<file path="src/rtl/sysop_issue.sv">
// ---------------------------------------------------------------------------
// sysop_issue
//   Issue side of the CSR unit. Accepts one decoded RISC-V SYSTEM instruction
//   at a time, turns it into a single-cycle CSR command and returns the old
//   CSR value for rd writeback. For ECALL/MRET it waits for the CSR trap
//   response and forwards it as a fetch redirect, or raises err if the
//   response does not arrive within TRAP_TIMEOUT cycles. All outputs are
//   registered.
//
//   Optional feature (macro SYSOP_ILLEGAL_EN):
//     defined   - unsupported encodings and CSRRW/CSRRWI to the read-only
//                 space (0xC00-0xFFF) pulse illegal; no command is issued.
//     undefined - unsupported encodings retire as NOP, illegal stays 0.
//
// Ports
//   clk, rst_n                         clock, async active-low reset
//   in_valid/in_ready                  instruction handshake (ready only in IDLE)
//   in_inst, in_pc, in_rs1             instruction word, pc, rs1 value
//   csr_pc/cause/tval/wdata            CSR command, valid for one cycle (ISSUE)
//   csr_rdata, csr_r_valid             CSR readback
//   csr_trap_en, csr_trap_pc           trap/return response
//   rd_we, rd_addr, rd_data            writeback strobe and payload
//   redirect_en, redirect_pc           fetch redirect strobe and target
//   busy                               not IDLE
//   err                                trap response timeout strobe
//   illegal                            illegal encoding strobe
//
// States
//   S_IDLE      | waiting for an instruction
//   S_ISSUE     | CSR command on the bus for one cycle
//   S_WB        | rd writeback strobe
//   S_WAIT_TRAP | waiting for csr_trap_en after ECALL/MRET
// ---------------------------------------------------------------------------
module sysop_issue #(
  parameter int unsigned TRAP_TIMEOUT = 4
) (
  input  logic        clk,
  input  logic        rst_n,
  input  logic        in_valid,
  output logic        in_ready,
  input  logic [31:0] in_inst,
  input  logic [63:0] in_pc,
  input  logic [63:0] in_rs1,
  output logic [63:0] csr_pc,
  output logic [4:0]  csr_cause,
  output logic [63:0] csr_tval,
  output logic [63:0] csr_wdata,
  input  logic [63:0] csr_rdata,
  input  logic        csr_r_valid,
  input  logic        csr_trap_en,
  input  logic [63:0] csr_trap_pc,
  output logic        rd_we,
  output logic [4:0]  rd_addr,
  output logic [63:0] rd_data,
  output logic        redirect_en,
  output logic [63:0] redirect_pc,
  output logic        busy,
  output logic        err,
  output logic        illegal
);

  // Command codes shared with the csr block.
  localparam logic [4:0] SYSOP_CSR_W = 5'd1;
  localparam logic [4:0] SYSOP_CSR_S = 5'd2;
  localparam logic [4:0] SYSOP_CSR_C = 5'd3;
  localparam logic [4:0] SYSOP_ECALL = 5'd4;
  localparam logic [4:0] SYSOP_RET   = 5'd5;

  localparam int unsigned CNT_W   = $clog2(TRAP_TIMEOUT + 1);
  localparam logic [CNT_W-1:0] CNT_MAX = CNT_W'(TRAP_TIMEOUT);

  typedef enum logic [1:0] {
    S_IDLE      = 2'd0,
    S_ISSUE     = 2'd1,
    S_WB        = 2'd2,
    S_WAIT_TRAP = 2'd3
  } state_t;

  state_t           state_q, state_d;
  logic [4:0]       rd_q, rd_d;
  logic [CNT_W-1:0] cnt_q, cnt_d;
  logic [CNT_W-1:0] cnt_inc;

  logic        in_ready_q, in_ready_d;
  logic        busy_q, busy_d;
  logic [63:0] csr_pc_q, csr_pc_d;
  logic [4:0]  csr_cause_q, csr_cause_d;
  logic [63:0] csr_tval_q, csr_tval_d;
  logic [63:0] csr_wdata_q, csr_wdata_d;
  logic        rd_we_q, rd_we_d;
  logic [4:0]  rd_addr_q, rd_addr_d;
  logic [63:0] rd_data_q, rd_data_d;
  logic        redirect_en_q, redirect_en_d;
  logic [63:0] redirect_pc_q, redirect_pc_d;
  logic        err_q, err_d;
  logic        illegal_q, illegal_d;

  // Decode of the offered instruction
  logic [2:0]  funct3;
  logic [11:0] imm12;
  logic        is_system;
  logic [4:0]  dec_cause;
  logic [63:0] dec_tval;
  logic [63:0] dec_wdata;
  logic        dec_illegal;

  assign funct3    = in_inst[14:12];
  assign imm12     = in_inst[31:20];
  assign is_system = (in_inst[6:0] == 7'b1110011);

  always_comb begin
    dec_cause = 5'd0;
    dec_tval  = 64'd0;
    dec_wdata = 64'd0;
    if (is_system) begin
      case (funct3)
        3'b001, 3'b010, 3'b011, 3'b101, 3'b110, 3'b111: begin
          case (funct3[1:0])
            2'b01:   dec_cause = SYSOP_CSR_W;
            2'b10:   dec_cause = SYSOP_CSR_S;
            default: dec_cause = SYSOP_CSR_C;
          endcase
          dec_tval  = {52'd0, imm12};
          // funct3[2] selects the immediate (zimm) forms
          dec_wdata = funct3[2] ? {59'd0, in_inst[19:15]} : in_rs1;
        end
        3'b000: begin
          if (imm12 == 12'h000)      dec_cause = SYSOP_ECALL;
          else if (imm12 == 12'h302) dec_cause = SYSOP_RET;
        end
        default: dec_cause = 5'd0;
      endcase
    end
  end

`ifdef SYSOP_ILLEGAL_EN
  logic dec_ro_write;
  // Read-only CSRs live at 0xC00-0xFFF (top two address bits set)
  assign dec_ro_write = (dec_cause == SYSOP_CSR_W) && (imm12[11:10] == 2'b11);
  assign dec_illegal  = (dec_cause == 5'd0) || dec_ro_write;
`else
  assign dec_illegal  = 1'b0;
`endif

  assign cnt_inc = cnt_q + 1'b1;

  always_comb begin
    state_d       = state_q;
    rd_d          = rd_q;
    cnt_d         = cnt_q;
    csr_pc_d      = 64'd0;
    csr_cause_d   = 5'd0;
    csr_tval_d    = 64'd0;
    csr_wdata_d   = 64'd0;
    rd_we_d       = 1'b0;
    rd_addr_d     = 5'd0;
    rd_data_d     = 64'd0;
    redirect_en_d = 1'b0;
    redirect_pc_d = 64'd0;
    err_d         = 1'b0;
    illegal_d     = 1'b0;

    case (state_q)
      S_IDLE: begin
        if (in_valid) begin
          rd_d = in_inst[11:7];
          if (dec_illegal) begin
            illegal_d = 1'b1;
          end else if (dec_cause != 5'd0) begin
            csr_pc_d    = in_pc;
            csr_cause_d = dec_cause;
            csr_tval_d  = dec_tval;
            csr_wdata_d = dec_wdata;
            state_d     = S_ISSUE;
          end
          // otherwise: unsupported encoding retires silently as a NOP
        end
      end
      S_ISSUE: begin
        if ((csr_cause_q == SYSOP_ECALL) || (csr_cause_q == SYSOP_RET)) begin
          cnt_d   = '0;
          state_d = S_WAIT_TRAP;
        end else begin
          rd_we_d   = (rd_q != 5'd0);
          rd_addr_d = rd_q;
          rd_data_d = csr_r_valid ? csr_rdata : 64'd0;
          state_d   = S_WB;
        end
      end
      S_WB: begin
        state_d = S_IDLE;
      end
      S_WAIT_TRAP: begin
        cnt_d = cnt_inc;
        // A response in the final waiting cycle still beats the timeout
        if (csr_trap_en) begin
          redirect_en_d = 1'b1;
          redirect_pc_d = csr_trap_pc;
          state_d       = S_IDLE;
        end else if (cnt_inc == CNT_MAX) begin
          err_d   = 1'b1;
          state_d = S_IDLE;
        end
      end
      default: state_d = S_IDLE;
    endcase

    in_ready_d = (state_d == S_IDLE);
    busy_d     = (state_d != S_IDLE);
  end

  always_ff @(posedge clk or negedge rst_n) begin
    if (!rst_n) begin
      state_q       <= S_IDLE;
      rd_q          <= 5'd0;
      cnt_q         <= '0;
      in_ready_q    <= 1'b1;
      busy_q        <= 1'b0;
      csr_pc_q      <= 64'd0;
      csr_cause_q   <= 5'd0;
      csr_tval_q    <= 64'd0;
      csr_wdata_q   <= 64'd0;
      rd_we_q       <= 1'b0;
      rd_addr_q     <= 5'd0;
      rd_data_q     <= 64'd0;
      redirect_en_q <= 1'b0;
      redirect_pc_q <= 64'd0;
      err_q         <= 1'b0;
      illegal_q     <= 1'b0;
    end else begin
      state_q       <= state_d;
      rd_q          <= rd_d;
      cnt_q         <= cnt_d;
      in_ready_q    <= in_ready_d;
      busy_q        <= busy_d;
      csr_pc_q      <= csr_pc_d;
      csr_cause_q   <= csr_cause_d;
      csr_tval_q    <= csr_tval_d;
      csr_wdata_q   <= csr_wdata_d;
      rd_we_q       <= rd_we_d;
      rd_addr_q     <= rd_addr_d;
      rd_data_q     <= rd_data_d;
      redirect_en_q <= redirect_en_d;
      redirect_pc_q <= redirect_pc_d;
      err_q         <= err_d;
      illegal_q     <= illegal_d;
    end
  end

  assign in_ready    = in_ready_q;
  assign busy        = busy_q;
  assign csr_pc      = csr_pc_q;
  assign csr_cause   = csr_cause_q;
  assign csr_tval    = csr_tval_q;
  assign csr_wdata   = csr_wdata_q;
  assign rd_we       = rd_we_q;
  assign rd_addr     = rd_addr_q;
  assign rd_data     = rd_data_q;
  assign redirect_en = redirect_en_q;
  assign redirect_pc = redirect_pc_q;
  assign err         = err_q;
  assign illegal     = illegal_q;

endmodule
</file>
<file path="config.mk">
export PLATFORM = sky130hd
export DESIGN_NAME = sysop_issue
export DESIGN_NICKNAME = d
export VERILOG_FILES = /design/src/rtl/sysop_issue.sv
export SDC_FILE = /design/constraint.sdc
export NUM_CORES = 1
export LEC_CHECK = 0
export BUFFER_PORTS_ARGS = -buffer_cell sky130_fd_sc_hd__buf_2
export CORE_AREA = 3 3 242 244
export CTS_CLUSTER_DIAMETER = 150
export DETAILED_ROUTE_END_ITERATION = 16
export DIE_AREA = 0 0 245 247
export HOLD_SLACK_MARGIN = 0.06
export PLACE_DENSITY = 0.37
export SLEW_MARGIN = 20
export SYNTH_ARGS = -nofsm -noshare
export SYNTH_HDL_FRONTEND = slang
export SYNTH_SLANG_ARGS = --single-unit
</file>
<file path="constraint.sdc">
create_clock -name clk -period 2.2 [get_ports clk]
set_clock_uncertainty 0.1 [all_clocks]
set_input_delay 0.44 -clock clk [delete_from_list [all_inputs] [get_ports clk]]
set_output_delay 0.44 -clock clk [all_outputs]
set_load 0.01 [all_outputs]
</file>
==> impl_metrics.ini, run 1 <==
[synthesis]
synth.top_cells.by_count = dfrtp_1 (290), and2_1 (204), and3_1 (66)
syn_inst = 718
synth_area_um2 = 10010
synth_top_area_frac = 0.7248
syn_area_per_cell_um2 = 13.94
synth.area.top_cells = dfrtp_1 (72%), and2_1 (13%), buf_4 (4.3%)
yosysMostFrequentCell = dfrtp_1
synth_warnings = 0
ys_seq_elements = 291
ys_seq_area_frac = 0.7274
synth_edf_count = 0
yosysTopAreaCell = dfrtp_1
synthArstFlopShare = 1.000
ys.flop_type = dfrtp_1
yosysUniqueCellTypes = 37

[final_layout]
nets = 1894
drive_gt1_frac = 0.4156
area_delta_synth_final_pct = 78.34
fillerInstances = 5777

[routing]
vias_per_cell = 3.561
postRouteAntennaNets = 0
wire_per_inst_um = 15.91
num_vias = 8485
dr.pass1.iters = 4
drt_iter0_markers = 201
drt_wl_total_mm = 37.90
drc = 0

[global_routing]
grt_antenna_before_repair = 5
grt_pass1_wl_mm = 55.59
grt_max_degree = 71
overflow = 0
grtUsageTotal = 0.1200
grt_pass1_vias = 9307

[floorplanning]
num_rows = 87
die_h_um = 247
start_util = 0.1772
design.core.area_um2 = 56500
ios = 629
die_area_um2 = 60520
die_w_um = 245

[worst_setup_path]
crit_arrival_ns = 2.46
ff2ff_path_depth = 6
r2r_end = csr_pc[6]
critPathLaunchType = primary input
crit_end = csr_pc[6]
cp.required_ns = 2.56
crit_path_end_kind = flip-flop
worstSetupPathType = in -> reg
critPathMaxFanout = 29
rr_startpoint = state_q[1]
ff2ff_setup_slack_ns = 0.36
crit_start = in_inst[26]

[placement]
dp_slack_ns = -0.02782
io_buffers = 573
routabilityCongestion = 0.7799
hpwl_mm = 27.33

[run]
drv_cap = 0

[clocking]
cts_num_sinks = 291
cts-root-buf = clkbuf_16
numCtsBuffers = 37
cts_tree = yes
clk_pin_slew_worst_paths_ns = 0.06
cts_max_level = 2
clk_latency_ns = 0.52
ctsLongestPathBuffers = 3

[sta]
drv_slew = 0
hold_viol = 0
fin_ws_ns = 0.1011
period_minus_slack_ns = 2.099
min_period_over_period = 0.9540
fin_tns_setup_ns = 0
rsz0062_at_grt = no
setup_viol_count_final = 0
fmax_ghz = 0.4764

[power_and_ir_drop]
peakVddDrop_mv = 0.4051
power_density_nw_per_um2 = 695.6
power_leakage_nw = 10.09

[min_path]
min_path_type = in -> reg

[outcome]
outcome = finished, final reports clean
-- worst min path at each step --
stage / cells after the start / endpoint / slack [ns] / startpoint
after detailed placement: 1 / rd_data[15] / 0.33 / rst_n
after global placement: 1 / rd_data[15] / 0.33 / rst_n
after floorplan: 0 / busy / 0.04 / rst_n
after CTS: 2 / rd_q[2] / 0.07 / in_inst[9]
final: 2 / redirect_pc[50] / 0.1 / csr_trap_pc[50]
after global routing: 2 / redirect_pc[50] / 0.08 / csr_trap_pc[50]
-- layout make-up --
cell class | instances | area, um^2 | share of cell area
tap | 756 | 945.9 | 0.05297
timing repair buffer | 880 | 6016 | 0.3369
sequential | 291 | 7283 | 0.4079
inverter | 3 | 11.26 | 0.0006306
clock inverter | 7 | 97.59 | 0.005466
multi-input combinational | 386 | 2361 | 0.1322
antenna | 3 | 7.507 | 0.0004204
clock buffer | 57 | 1134 | 0.06349
-- kinds of logic (layout without fill, tap and decap cells) --
logic type               count (synthesis)  in the layout  share of synthesized area
XOR/XNOR                                 1              1                  0.0008749
multiplexers                            10             10                    0.01062
other                                    1             58                  0.0003745
buffers and inverters                   95            947                    0.05948
adder cells (fa/ha/maj)                  2              2                   0.002499
flip-flops                             291            291                     0.7274
AND/OR/NAND/NOR                        306            306                     0.1900
AO/OA/AOI/OAI                           12             12                   0.008747
-- power by group --
part	switching, mW	internal (mW)	leakage (nW)
combinational	0.366	0.564	5.44
clock	2.34	3.77	0.597
sequential	0.00714	5.37	4.05
total	2.72	9.70	10.1
-- metrics by stage --
stage | power [mW] | std cells | area, um^2 | hold slack [ns] | util
6_report | 12.42 | 2383 | 17860 | 0.09994 | 0.3161
5_1_grt | 13.04 | 2382 | 17850 | 0.08092 | 0.3160
4_1_cts | 12.72 | 2377 | 17800 | 0.06845 | 0.3150
3_5_place_dp | 6.008 | 2037 | 13800 | 0.3300 | 0.2443
3_3_place_gp | 6.007 | 2037 | 13800 | 0.3293 | 0.2443
2_1_floorplan | 5.636 | 772 | 10210 | 0.04441 | -
-- layer usage --
layer / up-vias / GRT usage / wire, um
met5: - / 0 / 23
met4: 4 / 0.04550 / 1230
met3: 70 / 0.04142 / 3171
met2: 393 / 0.2112 / 19110
met1: 4087 / 0.1338 / 14360
li1: 3931 / - / -
-- critical path: stages --
cell           delay [ns]
dlygate4sd3_1        0.54
buf_2                0.14
nor4_2               0.28
buf_4                0.16
nand3_1              0.13
a211oi_4             0.24
buf_4                0.17
clkbuf_16            0.21
and2_1               0.14
-- registers in the layout (all words and copies together) (netlist names) --
name and count:
rd_addr 5, redirect_en 1, redirect_pc 64, state_q 2, in_ready 1, err 1
rd_we 1, rd_data 64, csr_pc 64, busy 1, csr_wdata 64, rd_q 5
cnt_q 3, csr_tval 12, csr_cause 3
-- placed cells by master, fill, tap and decap left out, types with 2 or more instances in the layout --
cell and instances:
conb_1 55, buf_2 572, and2_1 204, buf_12 10, nor3_1 3, nor2b_1 2
dlygate4sd3_1 276, buf_4 20, mux2_2 5, mux2i_1 5, inv_1 3, dfrtp_1 290
clkbuf_8 9, bufinv_16 2, diode_2 3, ha_1 2, o21ai_0 4, a21oi_1 2
o21a_1 2, clkbuf_1 9, nor4_2 2, and3_1 66, nor3b_1 2, nand2_1 4
nor2_1 12, clkinvlp_4 2, clkbuf_16 40
-- what timing repair did --
action,in CTS,in global routing
hold buffers,276,0
gates resized for setup,0,2
hold endpoints to repair,314,0
setup buffers,0,2
endpoints found under the setup margin,0,58
No activity file was read; power rests on OpenSTA's default activity.
==> run 2, diff against run 1 <==
CORE_AREA = 2 2 241 243   (was 3 3 242 244)
DIE_AREA = 0 0 243 245   (was 0 0 245 247)
==> run 2 against run 1 <==
Sequential cell count did not move. Register-to-register slack got worse by 0.02 ns. Via count fell by 1.7%. Worst setup slack improved by 0.024 ns. Critical path depth is the same. Combinational power is 0.4% lower. Non-clock buffer count is 2 lower. Clock power increased by 2%. Power is 0.80% higher. Sequential power is essentially flat. Fmax grew 1.1%. Largest cell class unchanged. Highest routed layer unchanged.
==> impl_metrics.ini, run 2 (synthesis results as in run 1) <==
[outcome]
outcome = finished, final reports clean

[global_routing]
grtUsageTotal = 0.1204
grt_antenna_before_repair = 3
grt_max_degree = 71
grt_pass1_vias = 9176
grt_pass1_wl_mm = 54.65
overflow = 0

[routing]
drt_iter0_markers = 202
drt_wl_total_mm = 36.96
vias_per_cell = 3.494
wire_per_inst_um = 15.48
postRouteAntennaNets = 0
drc = 0
dr.pass1.iters = 4
num_vias = 8344

[sta]
relSlewSlack = 0.5970
hold_viol = 0
min_period_over_period = 0.9433
drv_slew = 0
period_minus_slack_ns = 2.075
fmax_ghz = 0.4818
whs_ns = 0.09334
setup_viol_count_final = 0
tightest_slew_ns = 0.6045
rsz0062_at_grt = no
fin_tns_setup_ns = 0

[placement]
io_buffers = 573
routabilityCongestion = 0.8079
hpwl_mm = 26.08
placedCellCount = 2044

[run]
drv_cap = 0

[floorplanning]
num_rows = 88
start_util = 0.1755
die_w_um = 243
ios = 629
design.core.area_um2 = 57030
die_h_um = 245
die_area_um2 = 59540

[final_layout]
fillerInstances = 5935
stdcell_count = 2388
drive_gt1_frac = 0.4168
area_delta_synth_final_pct = 78.59
utilization = 0.3135
final_common_cell = buf_2
final_cell_mix = buf_2 (572), dfrtp_1 (290), dlygate4sd3_1 (277)
nets = 1891

[power_and_ir_drop]
combPwrFrac = 0.074
power_frac_seq = 0.429
p_sw_mw = 2.717
power.internal_mw = 9.802
clkPwrFrac = 0.497
power_density_nw_per_um2 = 700.1
power_leakage_nw = 10.09
p_sw_frac = 0.2170
p_total_mw = 12.52
peakVddDrop_mv = 0.3857

[worst_setup_path]
crit_path_end_kind = flip-flop
worstSetupPathType = in -> reg
cp.required_ns = 2.57
crit_arrival_ns = 2.45
ff2ff_path_depth = 6
critPathLaunchType = primary input
critPathMaxFanout = 24

[clocking]
ctsLongestPathBuffers = 3
cts_num_sinks = 291
cts-root-buf = clkbuf_16
clk_pin_slew_worst_paths_ns = 0.06
clk_latency_ns = 0.53
cts_max_level = 2
numCtsBuffers = 36
cts_tree = yes

[min_path]
min_path_type = in -> reg
hold_depth = 3
run 2: changes by cell type in the layout (fill, tap and decap cells not counted), moves of 2 or more:
cell	before	now
buf_4	20	17
clkinv_2	1	4
bufinv_16	2	4
clkbuf_8	9	7
diode_2	3	1
run 2: worst paths after layout:
path,slack [ns],from,to
worst min-delay path,0.09,in_rs1[0],csr_wdata[0]
worst max-delay path,0.12,in_inst[20],csr_pc[61]
worst max register to register,0.34,state_q[1],csr_pc[61]
min in group asynchronous,0.36,rst_n,redirect_pc[31]
max in group asynchronous,0.97,rst_n,in_ready
worst min register to register,0.41,rd_q[4],rd_addr[4]
run 2: critical path: stages:
cell and delay (ns):
dlygate4sd3_1 0.54, buf_2 0.14, nor4_2 0.27, buf_4 0.17, nand3_2 0.12, a211oi_4 0.24, buf_4 0.19, clkbuf_16 0.19
and2_1 0.14
run 2: power by group through the flow:
stage / sequential, mW / combinational, mW / clock [mW]
2_1_floorplan: 5.47 / 0.164 / 0
3_3_place_gp: 5.47 / 0.534 / 0
3_5_place_dp: 5.47 / 0.534 / 0
4_1_cts: 5.37 / 0.941 / 6.50
5_1_grt: 5.37 / 1.02 / 6.72
6_report: 5.38 / 0.926 / 6.22
run 2: cell type report:
| cell class | instances | area (um^2) | share of cell area |
|---|---|---|---|
| sequential | 291 | 7283 | 0.4073 |
| antenna | 1 | 2.502 | 0.0001399 |
| clock buffer | 53 | 1077 | 0.06025 |
| tap | 765 | 957.2 | 0.05353 |
| inverter | 3 | 11.26 | 0.0006298 |
| multi-input combinational | 386 | 2382 | 0.1332 |
| timing repair buffer | 878 | 5995 | 0.3352 |
| clock inverter | 11 | 172.7 | 0.009656 |
run 2: layer usage:
layer / up-vias / wire (um) / global-route usage
li1: 3923 / - / -
met1: 3959 / 14450 / 0.1373
met2: 390 / 18470 / 0.2089
met3: 70 / 2740 / 0.03619
met4: 2 / 1291 / 0.05179
met5: - / 13 / 0
run 2: through the flow:
step           cell area [um^2]  setup WS (ns)
2_1_floorplan             10210         0.4087
5_1_grt                   17880        0.04614
3_3_place_gp              13790        -0.1229
6_report                  17880         0.1246
4_1_cts                   17810        0.02412
3_5_place_dp              13790       -0.05544
run 2: what timing repair did:
item	4_1_cts	5_1_grt
resized for setup	0	5
hold buffers	277	0
endpoints found under the setup margin	0	66
setup buffers	0	1
endpoints found under the hold margin	318	0
==> run 3, diff against run 2 <==
BUFFER_PORTS_ARGS = -buffer_cell sky130_fd_sc_hd__clkbuf_2   (was -buffer_cell sky130_fd_sc_hd__buf_2)
==> run 3 against run 2 <==
Global-route usage shrank 0.17 points. Fmax grew 4.9%. Non-clock buffer count shrank 3. Worst hold slack gained 0.015 ns. First-iteration DRC count grew 33%. Sequential cell count is the same. Die area is the same. Final cell count shrank 0.25%. Sequential power is essentially flat. Register-to-register slack gained 0.06 ns. Via count is essentially flat. Critical path type unchanged.
==> impl_metrics.ini, run 3 (synthesis results as in run 1) <==
[placement]
routabilityCongestion = 0.8127
placedCellCount = 2047
hpwl_mm = 26.12
io_buffers = 573

[floorplanning]
die_h_um = 245
start_util = 0.1755
die_area_um2 = 59540
num_rows = 88
die_w_um = 243
ios = 629
design.core.area_um2 = 57030

[sta]
relSlewSlack = 0.6422
min_period_over_period = 0.8994
rsz0062_at_grt = no
fmax_ghz = 0.5054
hold_viol = 0
setup_viol_count_final = 0
fin_tns_setup_ns = 0
whs_ns = 0.1083
period_minus_slack_ns = 1.979
tightest_slew_ns = 0.5367
drv_slew = 0

[clocking]
numCtsBuffers = 36
clk_pin_slew_worst_paths_ns = 0.05
cts_max_level = 2
cts-root-buf = clkbuf_16
clk_latency_ns = 0.52
ctsLongestPathBuffers = 3
cts_tree = yes
cts_num_sinks = 291

[routing]
drt_wl_total_mm = 36.19
num_vias = 8336
drc = 0
vias_per_cell = 3.500
wire_per_inst_um = 15.19
postRouteAntennaNets = 0
dr.pass1.iters = 4
drt_iter0_markers = 269

[power_and_ir_drop]
power_leakage_nw = 9.803
power_density_nw_per_um2 = 680.3
peakVddDrop_mv = 0.4437

[min_path]
hold_depth = 2
min_path_type = in -> reg

[final_layout]
fillerInstances = 5927
utilization = 0.3101
drive_gt1_frac = 0.4111
stdcell_count = 2382
area_delta_synth_final_pct = 76.64
nets = 1888
final_cell_mix = clkbuf_2 (572), dfrtp_1 (290), dlygate4sd3_1 (273)
final_common_cell = clkbuf_2

[global_routing]
grtUsageTotal = 0.1187
grt_antenna_before_repair = 1
grt_pass1_wl_mm = 53.87
grt_max_degree = 71
grt_pass1_vias = 9061
overflow = 0

[outcome]
outcome = finished, final reports clean

[worst_setup_path]
cp_common_cell = buf_4
crit_arrival_ns = 2.34
cp.required_ns = 2.56
ff2ff_path_depth = 5
critPathLaunchType = primary input
crit_path_end_kind = flip-flop
worstSetupPathType = in -> reg
cp_slowest_cell = dlygate4sd3_1
crit_chain = dlygate4sd3_1, clkbuf_2, nor4_2, buf_4, nand3_1, a211oi_4, buf_4, and2_1
critPathMaxFanout = 19
max_stage_delay_ns = 0.54

[run]
drv_cap = 0
## run 3: worst paths after layout
kind	slack (ns)	from	endpoint
max in group asynchronous	0.95	rst_n	in_ready
min in group asynchronous	0.37	rst_n	redirect_pc[21]
setup / recovery	0.22	in_inst[31]	csr_pc[11]
hold reg to reg	0.41	rd_q[3]	rd_addr[3]
setup reg to reg	0.40	state_q[1]	csr_pc[11]
hold / removal	0.11	csr_rdata[18]	rd_data[18]
## run 3: what timing repair did
item,4_1_cts,5_1_grt
setup buffers,0,0
gates resized for setup,0,1
hold buffers,273,0
hold endpoints to repair,304,0
setup endpoints to repair,0,54
## run 3: worst max-delay path, delay by kind of cell
family                 cells  cell delay, ns
AOI/OAI and AO/OA          1            0.35
buffers and inverters      4            1.09
and+or+nand+nor            3            0.46
## run 3: metrics by stage
step	cell area, um^2	worst slack, ns	power [mW]
floorplan	10210	0.4087	5.636
global placement	13810	-0.1988	6.003
detailed placement	13810	-0.2481	6.005
CTS	17670	0.03974	12.31
global route	17680	0.1447	12.62
finish	17690	0.2212	12.03
## run 3: cell type report
cell class                      count  area (um^2)  share of cell area
Sequential cell                   291         7283              0.4118
Timing Repair Buffer              875         5941              0.3359
Multi-Input combinational cell    386         2361              0.1335
Clock buffer                       54         1020             0.05766
Tap cell                          765        957.2             0.05412
Clock inverter                      6        107.6            0.006084
Inverter                            3        11.26           0.0006367
Antenna cell                        2        5.005           0.0002830
## run 3: where the power goes
group	internal [mW]	leakage (nW)	total, mW	switching (mW)
sequential	5.37	4.05	5.38	0.00768
combinational	0.561	5.21	0.928	0.367
clock	3.53	0.544	5.73	2.19
total	9.46	9.80	12.0	2.57
## run 3: layer usage
metal / part of all wire / GRT usage
met5: 0 / 0
met4: 0.027 / 0.04511
met3: 0.076 / 0.03750
met2: 0.51 / 0.2082
met1: 0.39 / 0.1347
